===== src/rtl/alu_sched_pkg.sv =====
// Shared constants and types for the ALU issue scheduler.
// Data/command/flag widths, ALU control field position, flag bit indices.
package alu_sched_pkg;

    localparam int CMD_W  = 10;
    localparam int DATA_W = 64;
    localparam int FLAG_W = 4;

    // ALU control lives in commands[4:2]
    localparam int CTRL_LSB = 2;
    localparam int CTRL_W   = 3;

    // Flag vector layout {carry, overflow, zero, negative}
    localparam int FLAG_NEG   = 0;
    localparam int FLAG_ZERO  = 1;
    localparam int FLAG_OVF   = 2;
    localparam int FLAG_CARRY = 3;

    typedef logic [DATA_W-1:0] data_t;
    typedef logic [CMD_W-1:0]  cmd_t;
    typedef logic [FLAG_W-1:0] flags_t;
    typedef logic [CTRL_W-1:0] ctrl_t;

    localparam ctrl_t ALU_ADD = 3'd0;
    localparam ctrl_t ALU_SUB = 3'd1;
    localparam ctrl_t ALU_AND = 3'd2;
    localparam ctrl_t ALU_OR  = 3'd3;
    localparam ctrl_t ALU_XOR = 3'd4;

    function automatic ctrl_t cmd_ctrl(input cmd_t c);
        return c[CTRL_LSB +: CTRL_W];
    endfunction

endpackage


===== src/rtl/alu_issue_scheduler_rr_arbiter.sv =====
// Round-robin arbiter with its own rotating priority pointer.
// Ports: clk_i, reset_i, req_i, enable_i -> grant_o (one-hot), grant_idx_o.
module rr_arbiter #(
    parameter int N = 4,
    localparam int IW = (N > 1) ? $clog2(N) : 1
) (
    input  logic          clk_i,
    input  logic          reset_i,
    input  logic [N-1:0]  req_i,
    input  logic          enable_i,
    output logic [N-1:0]  grant_o,
    output logic [IW-1:0] grant_idx_o
);

    logic [IW-1:0] ptr_q;
    logic [IW-1:0] ptr_d;
    logic [IW-1:0] cand [N];
    logic          found;

    // grant_idx_o falls back to the pointer when nothing wins, so the
    // downstream operand mux always has a defined, stable select.
    always_comb begin
        grant_o     = '0;
        grant_idx_o = ptr_q;
        found       = 1'b0;
        for (int k = 0; k < N; k++) begin
            cand[k] = IW'((int'(ptr_q) + k) % N);
        end
        for (int k = 0; k < N; k++) begin
            if (!found && enable_i && req_i[cand[k]]) begin
                found          = 1'b1;
                grant_o        = '0;
                grant_o[cand[k]] = 1'b1;
                grant_idx_o    = cand[k];
            end
        end
        ptr_d = ptr_q;
        if (found) begin
            ptr_d = IW'((int'(grant_idx_o) + 1) % N);
        end
    end

    always_ff @(posedge clk_i) begin
        if (reset_i) begin
            ptr_q <= '0;
        end else begin
            ptr_q <= ptr_d;
        end
    end

endmodule


===== src/rtl/alu_issue_scheduler.sv =====
// Shares one ALU issue stage between NUM_RS reservation stations and
// holds the result in a single-entry slot until the CDB accepts it.
// In: rsReady/rsVal1/rsVal2/rsCommands/rsTag (packed per RS), aluResult,
//     aluFlags, cdbAck, flush. Out: grant, stallRS, aluA/B/Cntrl,
//     execute{Val,Flags,Commands,Tag}, valid, stallCycles.
module alu_issue_scheduler
    import alu_sched_pkg::*;
#(
    parameter int NUM_RS     = 4,
    parameter int ROBsize    = 8,
    parameter int ROBsizeLog = $clog2(ROBsize + 1)
) (
    input  logic                         clk_i,
    input  logic                         reset_i,
    input  logic [NUM_RS-1:0]            rsReady_i,
    input  logic [NUM_RS*64-1:0]         rsVal1_i,
    input  logic [NUM_RS*64-1:0]         rsVal2_i,
    input  logic [NUM_RS*10-1:0]         rsCommands_i,
    input  logic [NUM_RS*ROBsizeLog-1:0] rsTag_i,
    output logic [NUM_RS-1:0]            grant_o,
    output logic [NUM_RS-1:0]            stallRS_o,
    output logic [63:0]                  aluA_o,
    output logic [63:0]                  aluB_o,
    output logic [2:0]                   aluCntrl_o,
    input  logic [63:0]                  aluResult_i,
    input  logic [3:0]                   aluFlags_i,
    input  logic                         cdbAck_i,
    input  logic                         flush_i,
    output logic [63:0]                  executeVal_o,
    output logic [3:0]                   executeFlags_o,
    output logic [9:0]                   executeCommands_o,
    output logic [ROBsizeLog-1:0]        executeTag_o,
    output logic                         valid_o,
    output logic [15:0]                  stallCycles_o
);

    localparam int IW = $clog2(NUM_RS);

    data_t                 val1 [NUM_RS];
    data_t                 val2 [NUM_RS];
    cmd_t                  cmd  [NUM_RS];
    logic [ROBsizeLog-1:0] tag  [NUM_RS];

    always_comb begin
        for (int i = 0; i < NUM_RS; i++) begin
            val1[i] = rsVal1_i[i*DATA_W +: DATA_W];
            val2[i] = rsVal2_i[i*DATA_W +: DATA_W];
            cmd[i]  = rsCommands_i[i*CMD_W +: CMD_W];
            tag[i]  = rsTag_i[i*ROBsizeLog +: ROBsizeLog];
        end
    end

    logic                  valid_q, valid_d;
    data_t                 val_q, val_d;
    flags_t                flags_q, flags_d;
    cmd_t                  cmd_q, cmd_d;
    logic [ROBsizeLog-1:0] tag_q, tag_d;
    logic [15:0]           stall_q, stall_d;

    logic          slot_free;
    logic          issue_en;
    logic          granted;
    logic [IW-1:0] sel;

    assign slot_free = ~valid_q | cdbAck_i;
    assign issue_en  = slot_free & ~flush_i & ~reset_i;
    assign granted   = |grant_o;

    rr_arbiter #(
        .N (NUM_RS)
    ) u_arb (
        .clk_i       (clk_i),
        .reset_i     (reset_i),
        .req_i       (rsReady_i),
        .enable_i    (issue_en),
        .grant_o     (grant_o),
        .grant_idx_o (sel)
    );

    assign stallRS_o  = rsReady_i & ~grant_o;
    assign aluA_o     = val1[sel];
    assign aluB_o     = val2[sel];
    assign aluCntrl_o = cmd_ctrl(cmd[sel]);

    // Flush wins over both a new issue and an ack; a new issue refills
    // the slot even when the old entry is being acked the same cycle.
    always_comb begin
        valid_d = valid_q;
        val_d   = val_q;
        flags_d = flags_q;
        cmd_d   = cmd_q;
        tag_d   = tag_q;
        if (flush_i) begin
            valid_d = 1'b0;
        end else if (granted) begin
            valid_d = 1'b1;
            val_d   = aluResult_i;
            flags_d = aluFlags_i;
            cmd_d   = cmd[sel];
            tag_d   = tag[sel];
        end else if (cdbAck_i) begin
            valid_d = 1'b0;
        end
    end

    always_comb begin
        stall_d = stall_q;
        if (|rsReady_i && !granted && stall_q != 16'hFFFF) begin
            stall_d = stall_q + 16'd1;
        end
    end

    always_ff @(posedge clk_i) begin
        if (reset_i) begin
            valid_q <= 1'b0;
            val_q   <= '0;
            flags_q <= '0;
            cmd_q   <= '0;
            tag_q   <= '0;
            stall_q <= '0;
        end else begin
            valid_q <= valid_d;
            val_q   <= val_d;
            flags_q <= flags_d;
            cmd_q   <= cmd_d;
            tag_q   <= tag_d;
            stall_q <= stall_d;
        end
    end

    assign valid_o           = valid_q;
    assign executeVal_o      = val_q;
    assign executeFlags_o    = flags_q;
    assign executeCommands_o = cmd_q;
    assign executeTag_o      = tag_q;
    assign stallCycles_o     = stall_q;

endmodule


===== config.mk =====
export PLATFORM = sky130hd
export DESIGN_NAME = alu_issue_scheduler
export DESIGN_NICKNAME = d
export VERILOG_FILES = /design/src/rtl/alu_sched_pkg.sv /design/src/rtl/alu_issue_scheduler_rr_arbiter.sv /design/src/rtl/alu_issue_scheduler.sv
export SDC_FILE = /design/constraint.sdc
export NUM_CORES = 1
export LEC_CHECK = 0
export CAP_MARGIN = 20
export CORE_AREA = 2 2 348 350
export DETAILED_ROUTE_END_ITERATION = 10
export DIE_AREA = 0 0 350 352
export PLACE_DENSITY = 0.35
export SKIP_CTS_REPAIR_TIMING = 1
export SYNTH_ARGS = -nofsm -noshare
export SYNTH_HDL_FRONTEND = slang
export SYNTH_SLANG_ARGS = --single-unit

===== constraint.sdc =====
create_clock -name clk_i -period 4.6 [get_ports clk_i]
set_input_delay 0.92 -clock clk_i [delete_from_list [all_inputs] [get_ports clk_i]]
set_output_delay 0.92 -clock clk_i [all_outputs]
set_load 0.01 [all_outputs]

==> impl_metrics.yaml, run 1 <==
timing:
  setup_slack_ns: -0.0828
  rsz0062_at_grt: "true"
  worstMarginPinSlew_ns: 0.751
  finalCriticalPeriod_ns: 4.68
  period_share_pct: 102
  final-hold-violation-count: 0
  tns_ns: -0.661
  setup_viol: 27
  finClkSkew_ns: 0.0291
  fmax_mhz: 214
  slew-limit-headroom_pct: 49.9
  slew_violations: 0
floorplan:
  core-area_mm2: 0.119
  die-area_mm2: 0.123
  initial_core_util_pct: 7.46
  row_count: 127
  die_y_um: 352
  io_pins: 882
  die_w_um: 350
logic_synthesis:
  synthArstFlopShare_pct: 0
  synth_common_cells: "389 x mux2i_1, 150 x nand2_1, 101 x dfxtp_1, 95 x a21oi_1, 41 x clkbuf_1"
  synth_top_area_share_pct: 43.8
  syn-num-nets: 1628
  synth_area_mm2: 0.00890
  synth_top_area_cell: "mux2i_1"
  synth_seq_cells: 101
  ys_warn_count: 0
  synth_area_leaders: "mux2i_1 44%, dfxtp_1 23%, nand2_1 6.3%"
  synth_most_common_cell: "mux2i_1"
  synth_edf_count: 0
  ys_seq_area_share_pct: 22.7
  synth.avg_cell_area_um2: 9.09
  synthDistinctLibCells: 42
  synth_cells: 979
  synth_flop_cell: "dfxtp_1"
placed_design:
  dp_hpwl_um: 86400
  gp_congestion: 0.948
  place_inst: 3510
  io_buffers: 881
  post_dp_cell_area_mm2: 0.0206
  pre_cts_ws_ns: -0.988
routing:
  drcViolationCount: 0
  totalWireLength_um: 99200
  vias: 12400
  route.antenna.remaining_nets: 0
  vias_per_cell: 3.41
  dr.first_iter.drc_count: 605
  avgRoutedWirePerCell_um: 27.2
  drt_pass1_iterations: 5
clock_network:
  cts_tree: "yes"
  path_clk_slew_ns: 0.07
  numClockSinks: 101
  cts_buffers: 9
  clk_path_buf_depth: 2
  root_buffer: "clkbuf_16"
  clk_latency_ns: 0.42
  htree_num_levels: 3
final_layout:
  area_growth_pct: 160
  final_nets: 2651
  final_cell_area_mm2: 0.0231
  fillers: 13200
  layoutNonFillerInstCount: 3649
  drive_gt1_share_pct: 22.0
status:
  violations: "negative setup slack"
  status: "finished, violations left"
worst_setup_path:
  worstPathArrival_ns: 3.76
  r2r_slack_ns: 0.98
  worst-path-max-fanout: 8
  cp-end-kind: "primary output"
  r2r_end: "executeCommands_o[9]"
  critPathRequiredTime_ns: 3.68
  start_kind: "primary input"
  crit_type: "primary input to primary output"
  ff2ff_path_depth: 16
  r2r_start: "u_arb.ptr_q[0]"
power:
  peakVddDrop_v: 0.000192
  leakagePower_nw: 10.3
  p_per_area_mw_per_mm2: 235
global_route:
  gr-total-overflow: 0
  grt_pass1_wl_um: 123000
  first_global_vias: 12600
  grt_max_degree: 76
  groute.usage.overall_pct: 15.1
  grt_antenna_before_repair: 95
min_path:
  whs_endpoint: "executeVal_o[56]"
  worstHoldPathCells: 2
  worstHoldStart: "executeVal_o[56]"
  holdCritPathClass: "register to register"
run:
  maxCapViolations: 0
==> worst max path at each step <==
stage | slack [ns] | end | from | cells after the start
6_report | -0.08 | aluB_o[33] | cdbAck_i | 14
3_3_place_gp | -0.96 | aluB_o[21] | rsReady_i[2] | 12
2_1_floorplan | 0.43 | aluA_o[24] | u_arb.ptr_q[1] | 14
3_5_place_dp | -0.99 | aluB_o[21] | rsReady_i[2] | 12
5_1_grt | -0.20 | aluB_o[56] | u_arb.ptr_q[1] | 16
4_1_cts | -1.00 | aluB_o[21] | rsReady_i[2] | 12
==> worst max-delay path: stages <==
cell	delay, ns
clkdlybuf4s50_1	0.48
nor2b_1	0.06
or2_2	0.34
a21oi_2	0.20
a2bb2oi_2	0.11
or2_4	0.27
buf_12	0.15
buf_12	0.15
buf_6	0.13
buf_16	0.13
buf_8	0.12
mux2i_4	0.19
mux2i_2	0.26
buf_4	0.20
==> placed cells by master, fill, tap and decap left out, types with 7 or more instances in the layout <==
master and n:
nor3b_1 14, clkdlybuf4s50_1 744, and2_1 7, mux4_2 18
nand3_1 7, mux2i_1 293, or4_1 7, a21oi_1 93
nor2_1 9, buf_6 38, clkbuf_2 10, buf_4 144
diode_2 30, mux2i_2 43, mux2i_4 53, buf_2 18
dlymetal6s2s_1 64, clkbuf_16 19, dfxtp_1 99, nand2_1 150
buf_8 16, o21ai_0 9, a21o_1 14, buf_12 48
==> flip-flops by register name (all words and copies together) (netlist names) <==
| register | cells |
|---|---|
| executeCommands_o | 10 |
| executeFlags_o | 4 |
| executeTag_o | 4 |
| executeVal_o | 64 |
| stallCycles_o | 16 |
| u_arb.ptr_q | 2 |
| valid_o | 1 |
==> per-stage QoR <==
step,hold slack (ns),utilization (%),total power (W)
after CTS,0.454,17.5,0.00512
after floorplan,0.476,-,0.00219
after detailed placement,0.443,17.2,0.00419
after global placement,0.439,17.2,0.00419
after global routing,0.475,19.4,0.00575
final,0.451,19.4,0.00545
==> cell type report <==
type | count | area, um^2 | area share (%)
inverters | 8 | 30.0 | 0.130
clock buffers | 10 | 239 | 1.03
well taps | 1612 | 2020 | 8.72
repair buffers | 1098 | 11500 | 49.8
clock inverters | 6 | 55.1 | 0.238
diodes | 30 | 75.1 | 0.324
flip-flops and latches | 101 | 2020 | 8.75
multi-input cells | 784 | 7180 | 31.0
==> kinds of logic (layout without fill, tap and decap cells) <==
kind of cell               after synthesis  after routing  share of synthesized area [%]
other                                    0             30                              0
AOI/OAI and AO/OA                      134            134                           8.60
DFF                                    101            101                           22.7
adders and majority gates                5              5                          0.703
buffers and inverters                   94           1122                           6.61
muxes                                  409            409                           48.6
xor gates and xnor gates                 2              2                          0.366
and+or+nand+nor                        234            234                           12.4
==> layer usage <==
layer / up-vias / GRT usage [%] / part of all wire [%]
met5: - / 0 / 0.29
met4: 42 / 5.12 / 4.2
met3: 202 / 7.92 / 11
met2: 651 / 28.4 / 52
met1: 5905 / 13.8 / 32
li1: 5646 / - / -
==> power breakdown <==
part,internal [W],switching (W)
logic,0.00204,0.00155
clock network,0.000393,0.000453
registers,0.000966,0.0000530
Power figures use the tool's default switching activity.
==> run 2, diff against run 1 <==
--- a/config.mk
+++ b/config.mk
@@ -6,10 +6,10 @@
 export NUM_CORES = 1
 export LEC_CHECK = 0
 export CAP_MARGIN = 20
-export CORE_AREA = 2 2 348 350
+export CORE_AREA = 2 2 345 347
 export DETAILED_ROUTE_END_ITERATION = 10
-export DIE_AREA = 0 0 350 352
-export PLACE_DENSITY = 0.35
+export DIE_AREA = 0 0 347 349
+export PLACE_DENSITY = 0.36
 export SKIP_CTS_REPAIR_TIMING = 1
 export SYNTH_ARGS = -nofsm -noshare
 export SYNTH_HDL_FRONTEND = slang
==> constraint.sdc (replaced) <==
create_clock -name clk_i -period 4 [get_ports clk_i]
set_input_delay 0.8 -clock clk_i [delete_from_list [all_inputs] [get_ports clk_i]]
set_output_delay 0.8 -clock clk_i [all_outputs]
set_load 0.01 [all_outputs]
==> run 2 against run 1 <==
The run still ends with negative setup slack left. Clock-buffer cell count down 1. Die area down 1.7%. Critical endpoint is now aluB_o[37]. Clock skew down 0.0085 ns. Flip-flop and latch count unchanged. Global-route usage down 0.37 points. Clock power up 12%. Cell count down 2.3%. Utilization down 0.24 points. Highest routed layer unchanged.
==> impl_metrics.yaml, run 2 (synthesized netlist as in run 1, its figures left out) <==
status:
  status: "finished, violations left"
  violations: "negative setup slack"
clock_network:
  cts_buffers: 9
  numClockSinks: 101
  cts_tree: "yes"
  root_buffer: "clkbuf_16"
  path_clk_slew_ns: 0.09
  clk_latency_ns: 0.41
  htree_num_levels: 3
  clk_path_buf_depth: 2
worst_setup_path:
  cp-endpoint: "aluB_o[37]"
  critPathRequiredTime_ns: 3.20
  r2r_slack_ns: 0.32
  cp-end-kind: "primary output"
  crit_top_cell: "buf_6"
  worstPathArrival_ns: 3.70
  critPathSlowestCell: "mux4_2"
  crit_chain: "inv_2 -> ha_4 -> mux4_2 -> buf_6 -> and3b_1 -> a2bb2oi_2 -> or2_4 -> buf_12 -> buf_12 -> buf_16 -> buf_6 -> mux2i_2 -> mux2i_2 -> buf_4 -> buf_6"
  r2r_start: "u_arb.ptr_q[0]"
  worst-path-max-fanout: 6
  start_kind: "register"
  crit_type: "register to primary output"
  cp-startpoint: "u_arb.ptr_q[0]"
  ff2ff_path_depth: 14
  slowest_delay_ns: 0.52
  r2r_end: "executeCommands_o[1]"
placed_design:
  pre_cts_ws_ns: -1.19
  dp_hpwl_um: 84800
  io_buffers: 881
  gp_congestion: 1.00
  post_dp_cell_area_mm2: 0.0205
global_route:
  gr-total-overflow: 0
  grtUsageMet3_pct: 7.08
  use_met2_pct: 27.1
  grt_antenna_before_repair: 99
  busiest_layer: "met2"
  grt_pass1_wl_um: 118000
  groute.usage.overall_pct: 14.8
  first_global_vias: 12200
  grt_max_degree: 67
  use_met1_pct: 14.2
routing:
  route.antenna.remaining_nets: 0
  vias: 12300
  totalWireLength_um: 96200
  drt_pass1_iterations: 5
  vias_per_cell: 3.44
  avgRoutedWirePerCell_um: 27.0
  drcViolationCount: 0
  dr.first_iter.drc_count: 612
floorplan:
  core-area_mm2: 0.117
  row_count: 126
  io_pins: 882
  initial_core_util_pct: 7.58
  die_w_um: 347
  die-area_mm2: 0.121
  die_y_um: 349
timing:
  worstMarginPinSlew_ns: 0.921
  period_share_pct: 112
  setup_viol: 131
  fmax_mhz: 222
  rsz0062_at_grt: "true"
  final-hold-violation-count: 0
  slew-limit-headroom_pct: 38.6
  slew_violations: 0
  finalCriticalPeriod_ns: 4.50
  setup_slack_ns: -0.497
  finClkSkew_ns: 0.0206
min_path:
  worstHoldPathCells: 2
  worstHoldStart: "executeVal_o[35]"
  holdCritPathClass: "register to register"
final_layout:
  area_growth_pct: 153
  fillers: 12900
  final_cell_area_mm2: 0.0225
  final_nets: 2643
  drive_gt1_share_pct: 23.2
  largest_reg_flops: 64
  final_cell_mix: "744 x clkdlybuf4s50_1, 305 x mux2i_1, 150 x nand2_1, 131 x buf_4, 99 x dfxtp_1"
  final_common_cell: "clkdlybuf4s50_1"
power:
  leakagePower_nw: 9.94
  p_per_area_mw_per_mm2: 269
  peakVddDrop_v: 0.000212
run:
  maxCapViolations: 0
run 2: changes by cell type in the layout (fill, tap and decap cells not counted), moves of 5 or more:
| cell | before | now |
|---|---|---|
| buf_8 | 16 | 11 |
| dlymetal6s2s_1 | 64 | 22 |
| mux2i_1 | 293 | 305 |
| buf_4 | 144 | 131 |
| mux2i_4 | 53 | 41 |
| buf_6 | 38 | 58 |
| buf_2 | 18 | 57 |
run 2: area by class of cell:
cell class / instances / area, um^2 / share of cell area (%)
Timing Repair Buffer: 1090 / 11100 / 49.5
Clock inverter: 7 / 67.6 / 0.300
Sequential cell: 101 / 2020 / 9.00
Antenna cell: 30 / 75.1 / 0.334
Inverter: 8 / 30.0 / 0.133
Tap cell: 1536 / 1920 / 8.54
Clock buffer: 9 / 225 / 1.00
Multi-Input combinational cell: 784 / 7030 / 31.2
run 2: worst max-delay path, delay by kind of cell, from the launching register on:
kind	cells	cell delay [ns]
buffers and inverters	8	1.06
adder cells (fa/ha/maj)	1	0.27
AO/OA/AOI/OAI	1	0.17
AND/OR/NAND/NOR	2	0.44
flip-flops	1	0.34
multiplexers	3	0.95
run 2: stage by stage:
| stage | std cells | setup TNS (ns) | utilization (%) | hold slack, ns | power, W |
|---|---|---|---|---|---|
| finish | 3565 | -36.33 | 19.2 | 0.453 | 0.00606 |
| global route | 3553 | -56.33 | 19.1 | 0.473 | 0.00641 |
| CTS | 3453 | -114.73 | 17.7 | 0.458 | 0.00577 |
| detailed placement | 3437 | -114.29 | 17.4 | 0.444 | 0.00475 |
| global placement | 3437 | -112.44 | 17.4 | 0.439 | 0.00476 |
| floorplan | 979 | 0 | - | 0.476 | 0.00252 |
run 2: worst min path at each step:
stage,end,slack (ns)
final,executeVal_o[35],0.45
after global routing,executeVal_o[29],0.47
after CTS,executeVal_o[53],0.46
after detailed placement,executeVal_o[15],0.44
after global placement,executeVal_o[23],0.44
after floorplan,executeFlags_o[0],0.48
run 2: metal layers:
| layer | part of all wire (%) | vias up |
|---|---|---|
| li1 | - | 5634 |
| met2 | 51 | 641 |
| met5 | 0.13 | - |
| met4 | 5.1 | 22 |
| met3 | 11 | 205 |
| met1 | 33 | 5755 |
run 2: where the power goes:
| group | switching [W] | internal, W |
|---|---|---|
| combinational | 0.00170 | 0.00224 |
| sequential | 0.0000566 | 0.00111 |
| clock | 0.000507 | 0.000438 |
